$ cat src/rtl/netbus_arb3.sv
`default_nettype none
// +--------------------------------------------------------------------------+
// | netbus_arb3 - packet-aware 3:1 round-robin NetBus arbiter, registered out |
// | Revision 1.0                                                             |
// +--------------------------------------------------------------------------+
module netbus_arb3 #(
    parameter  int DATA_WIDTH = 4,
    localparam int W          = DATA_WIDTH * 9 + 14
) (
    input  logic         CLK,
    input  logic         RSTN,
    input  logic [W-1:0] DATA0,
    input  logic [W-1:0] DATA1,
    input  logic [W-1:0] DATA2,
    input  logic         VALID0,
    input  logic         VALID1,
    input  logic         VALID2,
    output logic         READY0,
    output logic         READY1,
    output logic         READY2,
    output logic         WCLK,
    output logic [W-1:0] WDATA,
    output logic         WVALID,
    input  logic         WREADY,
    output logic [1:0]   GRANT,
    output logic         BUSY
);

    typedef enum logic [0:0] {
        S_IDLE = 1'b0,
        S_LOCK = 1'b1
    } state_t;

    localparam logic [1:0] NO_OWNER = 2'd3;

    state_t       state_q, state_d;
    logic [1:0]   grant_q, grant_d;
    logic [1:0]   last_q, last_d;
    logic [W-1:0] wdata_q, wdata_d;
    logic         wvalid_q, wvalid_d;

    logic [2:0]   valid_vec;
    logic         space;
    logic         owner_valid;
    logic [W-1:0] owner_data;
    logic         accept;
    logic [1:0]   cand1, cand2, pick;
    logic         pick_valid;

    function automatic logic [1:0] inc3(input logic [1:0] p);
        return (p == 2'd2) ? 2'd0 : p + 2'd1;
    endfunction

    assign valid_vec = {VALID2, VALID1, VALID0};
    assign space     = !wvalid_q || WREADY;

    // grant_q is NO_OWNER while idle, so no port sees ready outside LOCK.
    assign READY0 = (grant_q == 2'd0) && space;
    assign READY1 = (grant_q == 2'd1) && space;
    assign READY2 = (grant_q == 2'd2) && space;

    always_comb begin
        owner_valid = 1'b0;
        owner_data  = '0;
        case (grant_q)
            2'd0:    begin owner_valid = VALID0; owner_data = DATA0; end
            2'd1:    begin owner_valid = VALID1; owner_data = DATA1; end
            2'd2:    begin owner_valid = VALID2; owner_data = DATA2; end
            default: ;
        endcase
    end

    assign accept = (state_q == S_LOCK) && owner_valid && space;

    // The port that finished last is searched last.
    always_comb begin
        cand1      = inc3(last_q);
        cand2      = inc3(cand1);
        pick       = cand1;
        pick_valid = 1'b1;
        if (valid_vec[cand1]) begin
            pick = cand1;
        end else if (valid_vec[cand2]) begin
            pick = cand2;
        end else if (valid_vec[last_q]) begin
            pick = last_q;
        end else begin
            pick_valid = 1'b0;
        end
    end

    always_comb begin
        state_d = state_q;
        grant_d = grant_q;
        last_d  = last_q;
        case (state_q)
            S_IDLE: begin
                if (pick_valid) begin
                    state_d = S_LOCK;
                    grant_d = pick;
                    last_d  = pick;
                end
            end
            S_LOCK: begin
                if (accept && owner_data[W-1]) begin
                    state_d = S_IDLE;
                    grant_d = NO_OWNER;
                end
            end
            default: begin
                state_d = S_IDLE;
                grant_d = NO_OWNER;
            end
        endcase
    end

    always_comb begin
        wdata_d  = wdata_q;
        wvalid_d = wvalid_q;
        if (accept) begin
            wdata_d  = owner_data;
            wvalid_d = 1'b1;
        end else if (WREADY) begin
            wvalid_d = 1'b0;
        end
    end

    always_ff @(posedge CLK or negedge RSTN) begin
        if (!RSTN) begin
            state_q  <= S_IDLE;
            grant_q  <= NO_OWNER;
            last_q   <= 2'd2;
            wdata_q  <= '0;
            wvalid_q <= 1'b0;
        end else begin
            state_q  <= state_d;
            grant_q  <= grant_d;
            last_q   <= last_d;
            wdata_q  <= wdata_d;
            wvalid_q <= wvalid_d;
        end
    end

    assign WCLK   = CLK;
    assign WDATA  = wdata_q;
    assign WVALID = wvalid_q;
    assign GRANT  = grant_q;
    assign BUSY   = (grant_q != NO_OWNER);

endmodule
`default_nettype wire
$ cat config.mk
export PLATFORM = sky130hd
export DESIGN_NAME = netbus_arb3
export DESIGN_NICKNAME = d
export VERILOG_FILES = /design/src/rtl/netbus_arb3.sv
export SDC_FILE = /design/constraint.sdc
export NUM_CORES = 1
export LEC_CHECK = 0
export ABC_CLOCK_PERIOD_IN_PS = 1750
export CORE_UTILIZATION = 34
export DETAILED_ROUTE_END_ITERATION = 8
export PLACE_DENSITY = 0.78
export SETUP_SLACK_MARGIN = 0.2
export SLEW_MARGIN = 20
export SYNTH_ARGS = -nofsm -noshare
export SYNTH_HDL_FRONTEND = slang
export SYNTH_SLANG_ARGS = --single-unit
$ cat constraint.sdc
create_clock -name CLK -period 1.75 [get_ports CLK]
set_input_delay 0.525 -clock CLK [delete_from_list [all_inputs] [get_ports CLK]]
set_output_delay 0.525 -clock CLK [all_outputs]
set_load 0.05 [all_outputs]
**Yosys cells after proc, flatten, opt, wreduce, memory -nomap -nowiden**

Cells that the tools add are included.
W data, S select, Z words.

- Bits in registers: 56
- Input bits: 156
- Output and inout port bits: 58

- Add/subtract/negate cells: 2
- Magnitude comparators: 3
- Equal/unequal tests: 7
- Multiplexer cells: 24
- Bitwise gates (word level): 1
- Reduce and logical (&&, ||, !) cells: 12

Operators by type and width:

| operator | count |
|---|---|
| $pmux W50 S3 | 1 |
| $mux W2 | 7 |
| $mux W1 | 10 |
| $lt A2 B3 Y1 const B | 3 |
| $bmux W1 S2 | 3 |
| $eq A2 B2 Y1 const B | 3 |
| $logic_and A1 B1 Y1 | 6 |
| $add A2 B1 Y2 const B | 2 |
| $ne A2 B2 Y1 const B | 2 |
| $pmux W2 S2 | 1 |
| $reduce_and A2 Y1 | 2 |
| $pmux W1 S3 | 1 |
| $eq A2 B1 Y1 const B | 1 |
| $logic_not A2 Y1 | 1 |
| $ne A2 B1 Y1 const B | 1 |
| $pmux W1 S2 | 1 |
| $reduce_bool A2 Y1 | 1 |
| $logic_not A1 Y1 | 1 |
| $logic_or A1 B1 Y1 | 1 |
| $not A1 Y1 | 1 |

**Logic depth before layout (Yosys ltp)**

Gate-level depths: netlist (run 1).

- Depth after elaboration: 10
- Mapped depth: 7
- Depth with buffers taken out: 4

==> results of run 1 <==
[worst min-delay path by stage]
stage               cells past startpoint  slack [ns]               endpoint             startpoint
finish                                  2        0.11  WDATA[33]$_DFFE_PN0P_                   RSTN
global route                            2        0.12  WDATA[33]$_DFFE_PN0P_                   RSTN
CTS                                     2        0.12  WDATA[33]$_DFFE_PN0P_                   RSTN
detailed placement                      2        0.51  last_q[1]$_DFFE_PN1P_  last_q[1]$_DFFE_PN1P_
global placement                        2        0.51  last_q[1]$_DFFE_PN1P_  last_q[1]$_DFFE_PN1P_
floorplan                               0        0.23   WDATA[0]$_DFFE_PN0P_                   RSTN
[state kept, by name (all words and copies together), names as in the netlist]
signal	cells
state_q	1
WVALID	1
last_q	2
GRANT	2
WDATA	50
[worst register-to-register path, stage by stage, from the launching register on]
cell and delay, ns:
dfstp_4 0.64, buf_4 0.11, buf_6 0.10, mux2i_2 0.07, o21ai_2 0.15, and3_4 0.29
buf_6 0.15, clkbuf_16 0.15, mux2_4 0.29
[repair_timing]
action	4_1_cts	5_1_grt
cloned	5	5
buffers inserted	13	23
pin swaps	2	1
setup endpoints to repair	65	88
gates resized for setup	15	22
hold buffers	0	0
[through the flow]
stage | setup slack, ns | power [mW]
CTS | -0.321 | 13.2
global placement | -0.381 | 11.3
detailed placement | -0.432 | 11.5
global route | -0.368 | 14.6
finish | -0.300 | 14.0
floorplan | -0.310 | 7.77
[layout by cell type, fill, tap and decap left out, types with 2 or more instances in the layout]
master,synthesis,routed
buf_12,0,61
mux2_4,49,49
o21ai_1,1,5
o21ai_0,51,46
clkbuf_16,0,5
buf_6,6,10
buf_4,5,35
mux2i_1,51,49
o21ai_2,1,2
nand2_1,52,51
nand2b_1,3,3
clkdlybuf4s50_1,0,153
dfstp_2,3,2
a21oi_1,3,3
nor2b_4,0,2
dfrtp_1,53,53
buf_16,0,6
nor2_1,7,7
mux2i_2,0,2
nand3b_1,2,2
clkbuf_8,0,8
buf_8,0,4
[where the power goes]
part | total [mW] | internal (mW) | switching [mW]
sequential | 2.57 | 1.92 | 0.652
clock | 1.11 | 0.582 | 0.527
combinational | 10.3 | 5.69 | 4.63
[cell type report]
type                            instances  area (sq um)  share of cell area
Clock buffer                           11           154              0.0216
Clock inverter                          1          7.51             0.00105
Inverter                                1          3.75            0.000527
Multi-Input combinational cell        233          1930               0.271
Sequential cell                        56          1410               0.198
Tap cell                              133           166              0.0233
Timing Repair Buffer                  274          3450               0.484
[routing by layer]
layer | vias up | share of wire | GRT usage
met2 | 120 | 0.52 | 0.393
met3 | 5 | 0.080 | 0.0624
met4 | 0 | 0.0040 | 0.0358
met1 | 1586 | 0.39 | 0.237
met5 | - | 0 | 0
li1 | 1622 | - | -
[cell families after synthesis]
group | Yosys count | synth area share
muxes | 100 | 0.361
and+or+nand+nor | 72 | 0.0880
AOI/OAI and AO/OA | 61 | 0.0942
DFF | 56 | 0.407
buffers and inverters | 26 | 0.0500
==> results.md, run 1 <==
* RSZ-0062 raised after global routing: yes
* I/O pin count at 214
* Dpl hpwl at 8150 um
* Number of flops mapped to enable cells by yosys at 0
* IO buf count at 213
* Peak VDD IR at 0.00124 V
* Pwr Density at 1960 nW/um^2
* First-pass GRT wire length at 16700 um
* Post-Synthesis Net Count at 471
* Congestion Overflow GR at 0
* Yosys reg bits at 56
* WP depth at 3
* DIE WIDTH at 103 um
* Largest net degree at the start of global routing at 57
* Core Rows at 36
* Crit path max fanout at 5
* Critical Path Most Common Cell: buf_12
* Cell taking the most area after synthesis: dfrtp_1
* Lkg Pwr at 3.22 nW
* Worst r2r src: GRANT[1]$_DFFE_PN1P_
* Layout area overhead at 106%
* DR vias at 3333
* Kind of critical path: reg -> out
* Gpl congestion at 0.732
* Most frequent cell after synthesis: dfrtp_1
* GRT Util Overall at 0.210
* Clock insertion delay at the later pin of the skew report at 0.40 ns
* Final setup skew at 0.00847 ns
* Post-DRT Antenna Nets at 0
* DR vias/cell at 4.70
* Initial antenna violation count at 0
* Clk slew on worst S/H paths at 0.10 ns
* Final Hold Viols at 0
* Status: finished, violations left
* Fillers at 702
* Antenna diode count at 0
* CTS tree: yes
* Vias in the first global route at 3345
* Fin cells at 709
* Critical path launch point type: flop
* Nets at 731
* Fin area at 7130 sq um
* Final Util at 0.726
* MaxCap Viol Count at 0
* Cells after Synth at 315
* Post-layout minimum cycle time at 2.05 ns
* Worst Path Buf+Inv at 2
* Worst r2r dst: WDATA[1]$_DFFE_PN0P_
* Yosys cell types at 29
* Die outline area at 10600 sq um
* CP max-delay cell: dfstp_4
* Rel. slew slack at 0.792
* CP peak stage delay at 0.64 ns
* Flop-to-flop setup slack at -0.30 ns
* Setup crit start: GRANT[1]$_DFFE_PN1P_
* Syn Area/Cell at 11.0 sq um
* CP Capture Type: output port
* Top cells by count, synth: dfrtp_1 (53), nand2_1 (52), mux2i_1 (51), o21ai_0 (51), mux2_4 (49)
* Crit-path leading delay family: flip-flops
* CP arrival at 1.53 ns
* Hold Path Class: in -> async
* DRT Pass-1 Iters at 4
* Dpl cells at 652
* Crit path to: READY2
* Final setup margin at -0.300 ns
* Synth Warn # at 0
* WL per Instance at 16.7 um
* Cell Chain, Critical Path: buf_12 > nor3b_4 > buf_12
* Initial DRC Count at 41
* Worst endpoint required time at 1.22 ns
* Worst hold slack at 0.108 ns
* Setup TNS Final at -14.54 ns
* Share of the synthesized area in the top cell type at 0.384
* Synth area leaders: dfrtp_1 (38%), mux2_4 (21%), mux2i_1 (15%)
* Register area share after synthesis at 0.407
* Top_reg_cell synth: dfrtp_1
* Fraction of registers with async set/reset at 1.00
* Placed inst area at 6360 sq um
* Die Y at 103 um
* Achievable clock frequency at 488 MHz
* Worst Tran Pin Value at 0.313 ns
* Final Max Slew Viols at 0
* Initial Util at 0.352
* Core area at 9820 sq um
* DRC viols at 0
* DRT Wirelength at 11800 um
* Failing checks: negative setup slack
* Synthesized area at 3450 sq um
* Tcrit/Tclk final at 1.17
* Setup Viol. Count Final at 58
* R2R depth at 8
* Share of cells above drive strength 1 at 0.337
Power figures use the tool's default switching activity.
==> inputs of run 2 (changes only) <==
Settings changed: ABC_CLOCK_PERIOD_IN_PS 1750 to default, TNS_END_PERCENT from default to 5.
==> results.md, run 2 (synthesized netlist as in run 1, its figures left out) <==
* Status: finished, violations left
* Failing checks: negative setup slack
* NetSw at 5.54 mW (-4.5%)
* DIE WIDTH at 103 um (unchanged)
* Power Internal at 7.42 mW (-9.4%)
* R2R depth at 7 (-1)
* Flip-flop count of the largest register after layout at 50 (unchanged)
* Initial DRC Count at 69 (+68%)
* WL per Instance at 16.6 um (-0.47%)
* Peak VDD IR at 0.00113 V (-9.1%)
* Rel. slew slack at 0.758 (-0.0334)
* Crit path max fanout at 6 (+1)
* Final Hold Viols at 0 (unchanged)
* Die outline area at 10600 sq um (unchanged)
* Layout area overhead at 94.7%
* DRT Pass-1 Iters at 4 (unchanged)
* Core area at 9820 sq um (unchanged)
* DR vias/cell at 4.83 (+2.7%)
* I/O pin count at 214 (unchanged)
* Worst Path Buf+Inv at 2 (unchanged)
* DRT Wirelength at 11300 um (-4.4%)
* Combinational Power Share at 0.713 (-0.024)
* Setup crit start: GRANT[1]$_DFFE_PN1P_
* Final setup skew at 0.00529 ns (-0.00317 ns)
* Core Rows at 36 (unchanged)
* Kind of critical path: reg -> out
* Tcrit/Tclk final at 1.18 (+0.00577)
* IO buf count at 213 (unchanged)
* Critical path launch point type: flop
* Sw frac at 0.428 (+0.0129)
* CTS tree: yes
* Lkg Pwr at 3.03 nW (-6.2%)
* Most frequent cells in the layout: clkdlybuf4s50_1 (153), buf_12 (62), dfrtp_1 (53)
* Initial antenna violation count at 0 (unchanged)
* Seq pwr share at 0.199 (+0.015)
* Setup Viol. Count Final at 58 (unchanged)
* Flop-to-flop setup slack at -0.26 ns (+0.04 ns)
* RSZ-0062 raised after global routing: yes
* Clock insertion delay at the later pin of the skew report at 0.41 ns (about the same)
* Clock power frac at 0.087 (+0.008)
* Leading cell type in the layout, fill and taps excluded: clkdlybuf4s50_1
* Die Y at 103 um (unchanged)
* CP Capture Type: output port
* Nets at 703 (-3.8%)
* Share of cells above drive strength 1 at 0.299 (-0.0375)
* Final setup margin at -0.310 ns (-0.0101 ns)
* CP peak stage delay at 0.64 ns (about the same)
* Worst r2r src: GRANT[1]$_DFFE_PN1P_
* GRT Util Overall at 0.208 (-0.00128)
* Pwr Density at 1930 nW/um^2 (-1.8%)
* MaxCap Viol Count at 0 (unchanged)
* Total power at 13.0 mW (-7.4%)
* Worst Tran Pin Value at 0.363 ns (+0.0501 ns)
* Worst r2r dst: WDATA[28]$_DFFE_PN0P_
* Gpl congestion at 0.778 (+6.2%)
* Vias in the first global route at 3330 (-0.45%)
* Crit-path leading delay family: flip-flops
* Largest net degree at the start of global routing at 30 (-47%)
* Cell Chain, Critical Path: buf_12 > nor3b_4 > buf_12
* Hold Path Class: in -> async
* Post-Place Worst Slack at -0.392 ns (+0.0401 ns)
* Antenna diode count at 0 (unchanged)
* Critical Path Most Common Cell: buf_12
* Clk slew on worst S/H paths at 0.10 ns (about the same)
* CP arrival at 1.54 ns (about the same)
* Worst hold slack at 0.118 ns (+0.00973 ns)
* First-pass GRT wire length at 16600 um (-0.78%)
* Congestion Overflow GR at 0 (unchanged)
* Achievable clock frequency at 485 MHz (-0.49%)
* DRC viols at 0 (unchanged)
* Final Max Slew Viols at 0 (unchanged)
* Post-DRT Antenna Nets at 0 (unchanged)
* Initial Util at 0.352 (unchanged)
* Post-layout minimum cycle time at 2.06 ns (+0.0101 ns)
* CP max-delay cell: dfstp_4
* Worst endpoint required time at 1.22 ns (about the same)
* Dpl hpwl at 8740 um (+7.2%)
* DR vias at 3287 (-1.4%)
-- run 2: worst max path at each step --
| stage | to | slack (ns) | depth (start not counted) |
|---|---|---|---|
| final | READY2 | -0.31 | 3 |
| after CTS | READY2 | -0.32 | 3 |
| after global placement | WDATA[13]$_DFFE_PN0P_ | -0.37 | 6 |
| after floorplan | READY0 | -0.31 | 3 |
| after global routing | READY2 | -0.36 | 3 |
| after detailed placement | WDATA[14]$_DFFE_PN0P_ | -0.39 | 6 |
-- run 2: layout make-up --
type                    count  area, sq um
flip-flops and latches     56         1410
multi-input cells         233         1920
clock inverters             1         7.51
inverters                   1         3.75
clock buffers              11          154
repair buffers            246         3060
fillers                   737         3100
well taps                 133          166
-- run 2: metal layers --
layer / part of all wire / track usage
met2: 0.53 / 0.385
met5: 0 / 0
met4: 0.013 / 0.0509
met1: 0.38 / 0.228
met3: 0.083 / 0.0719
-- run 2: worst register-to-register path: cells and delay by family, from the launching register on --
kind,cells,cell delay (ns)
and+or+nand+nor,1,0.30
AOI/OAI and AO/OA,1,0.15
DFF,1,0.64
buffers and inverters,3,0.41
muxes,2,0.41
-- run 2: stage by stage --
step,std cells,utilization,instance area [sq um],TNS (ns)
after floorplan,315,-,3500,-8.18
after global placement,658,0.652,6400,-18.93
after detailed placement,658,0.652,6400,-20.54
after CTS,676,0.675,6630,-7.34
after global routing,681,0.685,6720,-15.55
final,681,0.685,6720,-12.57
-- run 2: power by group through the flow --
stage / Clock [mW] / Combinational [mW] / Sequential [mW]
after floorplan: 0.123 / 3.47 / 4.10
after global placement: 0.132 / 8.66 / 2.60
after detailed placement: 0.132 / 8.85 / 2.61
after CTS: 1.15 / 9.06 / 2.59
after global routing: 1.23 / 9.67 / 2.66
final: 1.13 / 9.24 / 2.58
-- run 2: timing repair --
action | in CTS | in global routing
hold buffers | 0 | 0
gates cloned | 0 | 2
resized for setup | 11 | 7
pin swaps | 5 | 5
buffers inserted | 7 | 3
setup endpoints to repair | 64 | 112
==> inputs of run 3 (changes only) <==
Settings changed: ABC_CLOCK_PERIOD_IN_PS from default to 1750, SLEW_MARGIN 20 to 0.
==> results of run 3 <==
Same layout as run 2: the final DEF is identical, and so are final timing and power.
